### config.mk
export PLATFORM = sky130hd
export DESIGN_NAME = clock_ctrl_flat
export DESIGN_NICKNAME = d
export VERILOG_FILES = /design/src/rtl/clock_ctrl_if.sv /design/src/rtl/clock_ctrl.sv /design/src/flat_wrapper.sv
export SDC_FILE = /design/constraint.sdc
export NUM_CORES = 1
export LEC_CHECK = 0
export ABC_AREA = 1
export CELL_PAD_IN_SITES_DETAIL_PLACEMENT = 0
export CELL_PAD_IN_SITES_GLOBAL_PLACEMENT = 2
export CORE_MARGIN = 3
export CORE_UTILIZATION = 31
export DETAILED_ROUTE_END_ITERATION = 16
export PLACE_DENSITY = 0.93
export REMOVE_ABC_BUFFERS = 1
export SYNTH_ARGS = -nofsm -noshare
export SYNTH_HDL_FRONTEND = slang
export SYNTH_SLANG_ARGS = --single-unit
### constraint.sdc
create_clock -name clk -period 3.1 [get_ports clk]
set_clock_uncertainty 0.15 [all_clocks]
set_input_delay 0.62 -clock clk [delete_from_list [all_inputs] [get_ports clk]]
set_output_delay 0.62 -clock clk [all_outputs]
set_load 0.01 [all_outputs]
### src/rtl/clock_ctrl_if.sv
// Command and status bundle between a clock_ctrl instance and whoever drives it
// (debug panel, trace logic). The generator itself uses the slave view.
interface clock_ctrl_if #(
    parameter int DIV_W   = 8,
    parameter int BURST_W = 16,
    parameter int CNT_W   = 32
);
    logic [DIV_W-1:0]   div;
    logic               start;
    logic               stop_req;
    logic               step;
    logic               burst_go;
    logic [BURST_W-1:0] burst_len;
    logic               clk_out;
    logic               rise_stb;
    logic               fall_stb;
    logic               running;
    logic [CNT_W-1:0]   cycle_cnt;

    modport master (
        output div, start, stop_req, step, burst_go, burst_len,
        input  clk_out, rise_stb, fall_stb, running, cycle_cnt
    );

    modport slave (
        input  div, start, stop_req, step, burst_go, burst_len,
        output clk_out, rise_stb, fall_stb, running, cycle_cnt
    );
endinterface

### src/rtl/clock_ctrl.sv
// Programmable CPU clock generator: divided clk_out with free-run, stop,
// single-step and N-cycle burst modes, plus edge strobes and a cycle counter.
module clock_ctrl #(
    parameter int DIV_W     = 8,
    parameter int BURST_W   = 16,
    parameter int CNT_W     = 32,
    parameter bit RESET_RUN = 1'b1
) (
    input  logic        clk,
    input  logic        arst,
    clock_ctrl_if.slave bus
);

    typedef enum logic [1:0] {
        ST_STOP,
        ST_RUN,
        ST_STEP,
        ST_BURST
    } state_e;

    localparam state_e RESET_STATE = RESET_RUN ? ST_RUN : ST_STOP;

    state_e             state_q, state_d;
    logic [DIV_W-1:0]   cnt_q, cnt_d;
    logic [DIV_W-1:0]   div_q, div_d;
    logic [BURST_W-1:0] rem_q, rem_d;
    logic               clk_out_q, clk_out_d;
    logic               rise_q, rise_d;
    logic               fall_q, fall_d;
    logic               running_q, running_d;
    logic [CNT_W-1:0]   cycle_q, cycle_d;

    always_ff @(posedge clk) begin
        if (arst) begin
            state_q   <= RESET_STATE;
            cnt_q     <= '0;
            div_q     <= bus.div;
            rem_q     <= '0;
            clk_out_q <= 1'b1;
            rise_q    <= 1'b0;
            fall_q    <= 1'b0;
            running_q <= RESET_RUN;
            cycle_q   <= '0;
        end else begin
            state_q   <= state_d;
            cnt_q     <= cnt_d;
            div_q     <= div_d;
            rem_q     <= rem_d;
            clk_out_q <= clk_out_d;
            rise_q    <= rise_d;
            fall_q    <= fall_d;
            running_q <= running_d;
            cycle_q   <= cycle_d;
        end
    end

    // clk_out only parks high: a stop request is honoured at the falling
    // decision point, never in the middle of a low phase.
    always_comb begin
        state_d   = state_q;
        cnt_d     = cnt_q;
        div_d     = div_q;
        rem_d     = rem_q;
        clk_out_d = clk_out_q;
        rise_d    = 1'b0;
        fall_d    = 1'b0;
        cycle_d   = cycle_q;

        if (state_q == ST_STOP) begin
            cnt_d     = '0;
            clk_out_d = 1'b1;
            if (bus.start) begin
                state_d = ST_RUN;
                div_d   = bus.div;
            end else if (bus.burst_go && (bus.burst_len != '0)) begin
                state_d = ST_BURST;
                rem_d   = bus.burst_len;
                div_d   = bus.div;
            end else if (bus.step) begin
                state_d = ST_STEP;
                div_d   = bus.div;
            end
        end else if (cnt_q == div_q) begin
            cnt_d = '0;
            if (!clk_out_q) begin
                clk_out_d = 1'b1;
                rise_d    = 1'b1;
                cycle_d   = cycle_q + CNT_W'(1);
                div_d     = bus.div;
                if ((state_q == ST_STEP) ||
                    ((state_q == ST_BURST) && (rem_q == '0))) begin
                    state_d = ST_STOP;
                end
            end else if (bus.stop_req) begin
                state_d = ST_STOP;
            end else begin
                clk_out_d = 1'b0;
                fall_d    = 1'b1;
                if (state_q == ST_BURST) begin
                    rem_d = rem_q - BURST_W'(1);
                end
            end
        end else begin
            cnt_d = cnt_q + DIV_W'(1);
        end

        running_d = (state_d != ST_STOP);
    end

    assign bus.clk_out   = clk_out_q;
    assign bus.rise_stb  = rise_q;
    assign bus.fall_stb  = fall_q;
    assign bus.running   = running_q;
    assign bus.cycle_cnt = cycle_q;

endmodule
### src/flat_wrapper.sv
// flat-port wrapper written by rule: the top's interface ports become plain ports
module clock_ctrl_flat 
#(
    parameter int DIV_W     = 8,
    parameter int BURST_W   = 16,
    parameter int CNT_W     = 32,
    parameter bit RESET_RUN = 1'b1
)
  (clk, arst, bus_div, bus_start, bus_stop_req, bus_step, bus_burst_go, bus_burst_len, bus_clk_out, bus_rise_stb, bus_fall_stb, bus_running, bus_cycle_cnt);
  clock_ctrl_if #(.DIV_W(DIV_W), .BURST_W(BURST_W), .CNT_W(CNT_W)) bus_i ();
  input  logic clk;
  input  logic arst;
  input wire logic [$bits(bus_i.div)-1:0] bus_div;
  input wire logic [$bits(bus_i.start)-1:0] bus_start;
  input wire logic [$bits(bus_i.stop_req)-1:0] bus_stop_req;
  input wire logic [$bits(bus_i.step)-1:0] bus_step;
  input wire logic [$bits(bus_i.burst_go)-1:0] bus_burst_go;
  input wire logic [$bits(bus_i.burst_len)-1:0] bus_burst_len;
  output wire logic [$bits(bus_i.clk_out)-1:0] bus_clk_out;
  output wire logic [$bits(bus_i.rise_stb)-1:0] bus_rise_stb;
  output wire logic [$bits(bus_i.fall_stb)-1:0] bus_fall_stb;
  output wire logic [$bits(bus_i.running)-1:0] bus_running;
  output wire logic [$bits(bus_i.cycle_cnt)-1:0] bus_cycle_cnt;
  assign bus_i.div = bus_div;
  assign bus_i.start = bus_start;
  assign bus_i.stop_req = bus_stop_req;
  assign bus_i.step = bus_step;
  assign bus_i.burst_go = bus_burst_go;
  assign bus_i.burst_len = bus_burst_len;
  assign bus_clk_out = bus_i.clk_out;
  assign bus_rise_stb = bus_i.rise_stb;
  assign bus_fall_stb = bus_i.fall_stb;
  assign bus_running = bus_i.running;
  assign bus_cycle_cnt = bus_i.cycle_cnt;
  clock_ctrl #(.DIV_W(DIV_W), .BURST_W(BURST_W), .CNT_W(CNT_W), .RESET_RUN(RESET_RUN)) u_core (.clk(clk), .arst(arst), .bus(bus_i));
endmodule
---- Word-level counts from Yosys, hierarchy flattened ----
Index checks and enable logic that the tools add are counted.
word-level totals
  flip-flop bits (word level) ............. 70
  output and inout bits ................... 36
operators by class
  add/subtract/negate cells ............... 3
  eq/ne operators ......................... 8
  multiplexer cells ....................... 26
  bitwise logic cells ..................... 3
  reductions and logical operators ........ 18
operators with widths
  operator                                                                 count
  16-bit two-way mux                                                       7
  8-bit two-way mux                                                        7
  32-bit by 1-bit adder with 32-bit output, second input constant          1
  16-bit zero test                                                         1
  2-bit two-way mux                                                        8
  16-bit nonzero test                                                      1
  16-bit by 1-bit subtractor with 16-bit output, second input constant     1
  8-bit by 1-bit adder with 8-bit output, second input constant            1
  8-bit equality test                                                      1
  2-bit nonzero test                                                       4
  3-bit AND reduction                                                      2
  6-bit AND reduction                                                      1
  3-bit OR reduction                                                       2
  5-bit inequality test, second input constant                             1
  2-bit equality test, second input constant                               2
  1-bit two-way mux                                                        4
  2-bit inequality test, second input constant                             2
  4-bit OR reduction                                                       1
  3-bit inequality test, second input constant                             1
  1-bit NOT                                                                3
  3-bit nonzero test                                                       1
  1-bit logical AND                                                        2
  2-bit zero test                                                          1
  2-bit by 1-bit inequality test with 1-bit output, second input constant  1
  2 further kinds                                                          2

---- Depth between registers and ports, before layout ----
  depth in word-level cells ............... 8
  mapped depth ............................ 12

---- Least setup slack after synthesis ----
Ideal clock, no wire load.
  path type ............................... input to register
  start ................................... input port arst
  end ..................................... register u_core.div_q[0], enable pin
  setup time .............................. 375 ps
  arrival time ............................ 1694 ps
  slack ................................... 881 ps
  stages .................................. 5
  path buffers ............................ 1
  path through ............................ clkbuf_1 -> nor2_1 -> nand2_1 -> o21ai_0 -> a21oi_1
on the way
  cells in the longest elaborated chain, start to end .. 2
  elaborated cells on any way between the ends .. 4
  classes of those cells .................. eq/ne: 2; reduce/logical: 2
ends and longest elaborated chain
  what                                                           RTL line            RTL
  start: declaration                                             flat_wrapper.sv:12  input logic arst;
  5-bit inequality test (no line), or another cell as far along  --
  3-bit AND reduction (no line) *                                --
  end signal: assignment                                         clock_ctrl.sv:37    div_q <= bus.div;
  end signal: assignment                                         clock_ctrl.sv:47    div_q <= div_d;
  end: declaration                                               clock_ctrl.sv:25    logic [DIV_W-1:0] div_q, div_d;
Every way passes the cells marked *; elsewhere a longest branch is shown, timed or not.
A chain may end at the register's enable or synchronous reset.

---- Final worst setup path ----
  start ................................... register u_core.state_q[0]
  end ..................................... register u_core.rem_q[12]
on the way
  cells in the longest elaborated chain, start to end .. 3
  elaborated cells on any way between the ends .. 10
  classes of those cells .................. eq/ne: 4; mux: 1; reduce/logical: 5
ends and longest elaborated chain
  what                                                           RTL line                            RTL
  start: declaration                                             clock_ctrl.sv:23                    state_e state_q, state_d;
  start signal: assignment                                       clock_ctrl.sv:45                    state_q <= state_d;
  2-bit zero test / 2-bit equality test (equally long branches)  clock_ctrl.sv:69, clock_ctrl.sv:99
  2-bit inequality test (no line), or another cell as far along  --
  6-bit AND reduction (no line)                                  --
  end signal: assignment                                         clock_ctrl.sv:48                    rem_q <= rem_d;
  end: declaration                                               clock_ctrl.sv:26                    logic [BURST_W-1:0] rem_q, rem_d;
Several ways; a longest one is shown, not always the timed one.

==> qor.yml <==
status:
  status: "finished, final reports clean"
logic_synthesis:
  post_synth_and_or_nand_nor_area_fraction_pct: 41.9
  yosys.area.top_type: "sky130_fd_sc_hd__dfxtp_1"
  mappedNetlistArea_um2: 4250
  synth_largest_type_area_fraction_pct: 29.2
  compound_gate_portion_of_the_synthesized_area_pct: 7.71
  synth_top_family_by_area: "simple AND/OR/NAND/NOR gates"
  synth-warning-count: 0
  synthXorXnorAreaFrac_pct: 5.36
  postSynthCellCount: 680
  netlist_top_cells_area: "sky130_fd_sc_hd__dfxtp_1 (29%), sky130_fd_sc_hd__nand2_1 (21%), sky130_fd_sc_hd__nor2_1 (10%)"
  sequential_element_share_of_the_synthesized_area_pct: 34.9
  syn_area_per_cell_um2: 6.25
  yosysUniqueCellTypes: 38
  synthMuxAreaShare_pct: 0
  postSynthRegisterBits: 70
  synthAdderAreaFrac_pct: 2.06
clock_tree:
  clkLatencyLatePin_ps: 350
  post_cts.resized_instances: 0
  clock_tree.htree_level_count: 3
  clockBufferDepth: 2
  path_clk_slew_ps: 50
  cts-hold-fix-buffers: 0
  clock_tree_from_tritoncts: "built"
  post_cts.repair.setup_buffers: 0
  cts_num_sinks: 70
  cts-buffers-inserted: 9
  cts.root.buffer_cell: "sky130_fd_sc_hd__clkbuf_16"
finish:
  antennaDiodeCount: 0
  syn_to_final_growth_pct: 26.7
  final_layout_size_suffix_gt1_share_pct: 4.53
  finalCoreUtilization_pct: 40.3
  nNetsFinal: 782
setup_path:
  cp_data_required_time_ps: 3230
  crit_type: "flip-flop to flip-flop"
  worstSetupStartpointType: "flip-flop"
  critical_path.cell_chain: "inv_1, ha_1, nor2_2, a211o_1, a21oi_2, nand2_1, nand2_1, nand2_1, nor2_1"
  cp_slowest_stage_delay_ps: 540
  worst-path-max-fanout: 20
  master_of_the_slowest_instance_on_the_critical_path: "sky130_fd_sc_hd__ha_1"
  cp_data_arrival_time_ps: 2680
  cpLargestDelayFamily: "simple AND/OR/NAND/NOR gates"
  cp.buffers_inverters: 1
  cp-end-kind: "flip-flop"
  cp_common_cell: "sky130_fd_sc_hd__nand2_1"
pwr:
  power.static_leakage_nw: 2.11
  switching_share_pct: 28.1
  intPower_w: 0.00184
  power_density_nw_per_um2: 477
  combinationalPowerShare_pct: 18.7
  net-switching-power_w: 0.000722
  power.sequential.fraction_pct: 38.4
  clockPowerShare_pct: 42.9
  power.ir.vdd_worst_mv: 0.270
global_route:
  grt_pass1_wl_um: 19800
  grt_total_ovfl: 0
  global_routing_met2_resource_utilization_pct: 26.9
  busiest_layer: "met2"
  globalRouteTotalUtil_pct: 16.8
  grt_util_met1_pct: 21.9
  grt_pass1_vias: 4004
  grt_max_degree: 35
  grtUsageMet3_pct: 4.76
  antenna_found_initial: 0
placed_design:
  dp.final_hpwl_um: 8920
  gp_congestion: 0.828
  buffers_added_on_ports: 65
floorplan:
  floorplan.rows: 42
  io_pins: 66
  core-area_um2: 13300
  floorplan.initialDensity_pct: 31.8
  fp.dieW_um: 123
  die_area_um2: 15100
  chip_height_um: 123
route:
  postRouteWirelength_um: 12200
  initialDrtViolationCount: 284
  avgViaCountPerCell: 4.66
  route.vias.total: 4316
  detail_route.drc_violations: 0
  drt_pre_antenna_iters: 6
  routed_wire_length_per_instance_um: 13.2
  final_ant_viol_nets: 0
timing:
  number_of_hold_violations_in_the_final_report: 0
  worst_slew_margin_rel_pct: 56.5
  max_slew.worst_pin.slew_ps: 650
  finalWorstPathRequiredPeriod_ps: 2550
  fmax_ghz: 0.392
  finalSetupViolCount: 0
  layout_worst_path_cycle_share_pct: 82.2
  setup_repair_after_global_routing_missed_its_margin: "no"
  report.final.slew_viol_count: 0
  setup-tns-final_ps: 0
run:
  drv.max_cap_violation_count: 0
min_path:
  worst_hold_path_type: "flip-flop to flip-flop"
==> path summary, 6_finish.rpt <==
path / start / endpoint / slack [ps] / depth (start not counted)
hold reg to reg: u_core.cnt_q[0]$_SDFF_PP0_ / u_core.cnt_q[0]$_SDFF_PP0_ / 330 / 1
hold / removal: u_core.cnt_q[0]$_SDFF_PP0_ / u_core.cnt_q[0]$_SDFF_PP0_ / 330 / 1
setup reg to reg: u_core.state_q[0]$_SDFF_PP1_ / u_core.rem_q[12]$_SDFFE_PP0P_ / 550 / 9
setup / recovery: u_core.state_q[0]$_SDFF_PP1_ / u_core.rem_q[12]$_SDFFE_PP0P_ / 550 / 9
==> worst reg2reg max path: cells and delay by family (launching register included) <==
| family | cells | cell delay (ps) |
|---|---|---|
| compound gates | 2 | 410 |
| simple gates | 5 | 960 |
| fa+ha+maj | 1 | 540 |
| flops | 1 | 330 |
| buf+inv | 1 | 110 |
==> power by group through the flow <==
stage                     sequential [W]  clock, W  combinational [W]
after floorplan                  0.00100         0           0.000307
after global placement           0.00100         0           0.000480
after detailed placement         0.00101         0           0.000482
after CTS                       0.000987   0.00114           0.000484
after global routing            0.000991   0.00117           0.000549
final                           0.000987   0.00110           0.000479
==> cells in the final DEF (no fill, tap or decap), types with 2 or more instances in the layout <==
cell and instances:
sky130_fd_sc_hd__bufinv_16 2, sky130_fd_sc_hd__nand3_1 40, sky130_fd_sc_hd__edfxtp_1 8, sky130_fd_sc_hd__clkdlybuf4s50_1 65, sky130_fd_sc_hd__dfxtp_1 62, sky130_fd_sc_hd__nand2_1 237, sky130_fd_sc_hd__xnor2_1 8, sky130_fd_sc_hd__buf_4 6
sky130_fd_sc_hd__xor2_1 18, sky130_fd_sc_hd__nor2_1 115, sky130_fd_sc_hd__a21oi_1 41, sky130_fd_sc_hd__clkbuf_16 9, sky130_fd_sc_hd__nand3b_1 4, sky130_fd_sc_hd__nor2_2 4, sky130_fd_sc_hd__clkinv_2 2, sky130_fd_sc_hd__clkinv_1 3
sky130_fd_sc_hd__nand4_1 8, sky130_fd_sc_hd__ha_1 7, sky130_fd_sc_hd__or2_2 2, sky130_fd_sc_hd__o21ai_0 11, sky130_fd_sc_hd__nor3_2 2, sky130_fd_sc_hd__inv_1 62, sky130_fd_sc_hd__nor3_1 17
==> registers in the layout, indices dropped and copies added, names as in the netlist <==
register,flops
u_core.bus.rise_stb,1
u_core.bus.clk_out,1
u_core.rem_q,16
u_core.bus.fall_stb,1
u_core.state_q,2
u_core.bus.running,1
u_core.cnt_q,8
u_core.bus.cycle_cnt,32
u_core.div_q,8
==> cells by family after synthesis <==
kind of cell / count (synthesis)
AND/OR/NAND/NOR: 433
adder cells (fa/ha/maj): 7
AO/OA/AOI/OAI: 61
XOR/XNOR: 26
buffers and inverters: 83
flip-flops: 70
==> cell usage after synthesis <==
cell type / instances
sky130_fd_sc_hd__nor3_2: 2
sky130_fd_sc_hd__nand2_1: 237
sky130_fd_sc_hd__nand4_1: 8
sky130_fd_sc_hd__buf_2: 6
sky130_fd_sc_hd__o31ai_1: 1
sky130_fd_sc_hd__o22ai_1: 1
sky130_fd_sc_hd__inv_4: 1
sky130_fd_sc_hd__inv_2: 1
sky130_fd_sc_hd__a21boi_0: 1
sky130_fd_sc_hd__clkinv_1: 1
sky130_fd_sc_hd__o21ai_0: 11
sky130_fd_sc_hd__nor2_1: 115
sky130_fd_sc_hd__clkinv_2: 1
sky130_fd_sc_hd__o211ai_1: 1
sky130_fd_sc_hd__nor2_2: 4
sky130_fd_sc_hd__nand3b_1: 4
sky130_fd_sc_hd__ha_1: 7
sky130_fd_sc_hd__clkbuf_1: 7
sky130_fd_sc_hd__inv_1: 62
sky130_fd_sc_hd__nand3_2: 1
sky130_fd_sc_hd__a21oi_2: 1
sky130_fd_sc_hd__buf_6: 2
sky130_fd_sc_hd__a31oi_1: 1
sky130_fd_sc_hd__xor2_1: 18
sky130_fd_sc_hd__edfxtp_1: 8
sky130_fd_sc_hd__buf_4: 2
sky130_fd_sc_hd__o21bai_1: 1
sky130_fd_sc_hd__nor3_1: 17
sky130_fd_sc_hd__nand2_4: 1
sky130_fd_sc_hd__a21oi_1: 41
sky130_fd_sc_hd__nand3_1: 40
sky130_fd_sc_hd__nor3b_1: 1
sky130_fd_sc_hd__a211o_1: 1
sky130_fd_sc_hd__dfxtp_1: 62
sky130_fd_sc_hd__a211oi_1: 1
sky130_fd_sc_hd__or2_2: 2
sky130_fd_sc_hd__and3_1: 1
sky130_fd_sc_hd__xnor2_1: 8
==> routing by layer <==
metal	up-vias	part of all wire, %
li1	2273	-
met1	1934	48
met2	97	45
met3	12	5.7
met4	0	1.1
met5	-	0
==> cell type report <==
cell class	instances	area (um^2)
Clock buffer	9	225
Sequential cell	70	1480
Fill cell	1418	7960
Inverter	66	251
Multi-Input combinational cell	527	2420
Tap cell	176	220
Clock inverter	7	88.8
Timing Repair Buffer	71	696
==> through the flow <==
stage / std cells / cell area, um^2 / setup WS, ps / total power [W] / hold slack [ps]
after floorplan: 663 / 4160 / 562 / 0.00131 / 290
after global placement: 910 / 5070 / 300 / 0.00149 / 313
after detailed placement: 910 / 5070 / 272 / 0.00149 / 329
after CTS: 926 / 5390 / 558 / 0.00261 / 343
after global routing: 926 / 5390 / 262 / 0.00271 / 373
final: 926 / 5390 / 551 / 0.00257 / 335
Power figures use the tool's default switching activity.
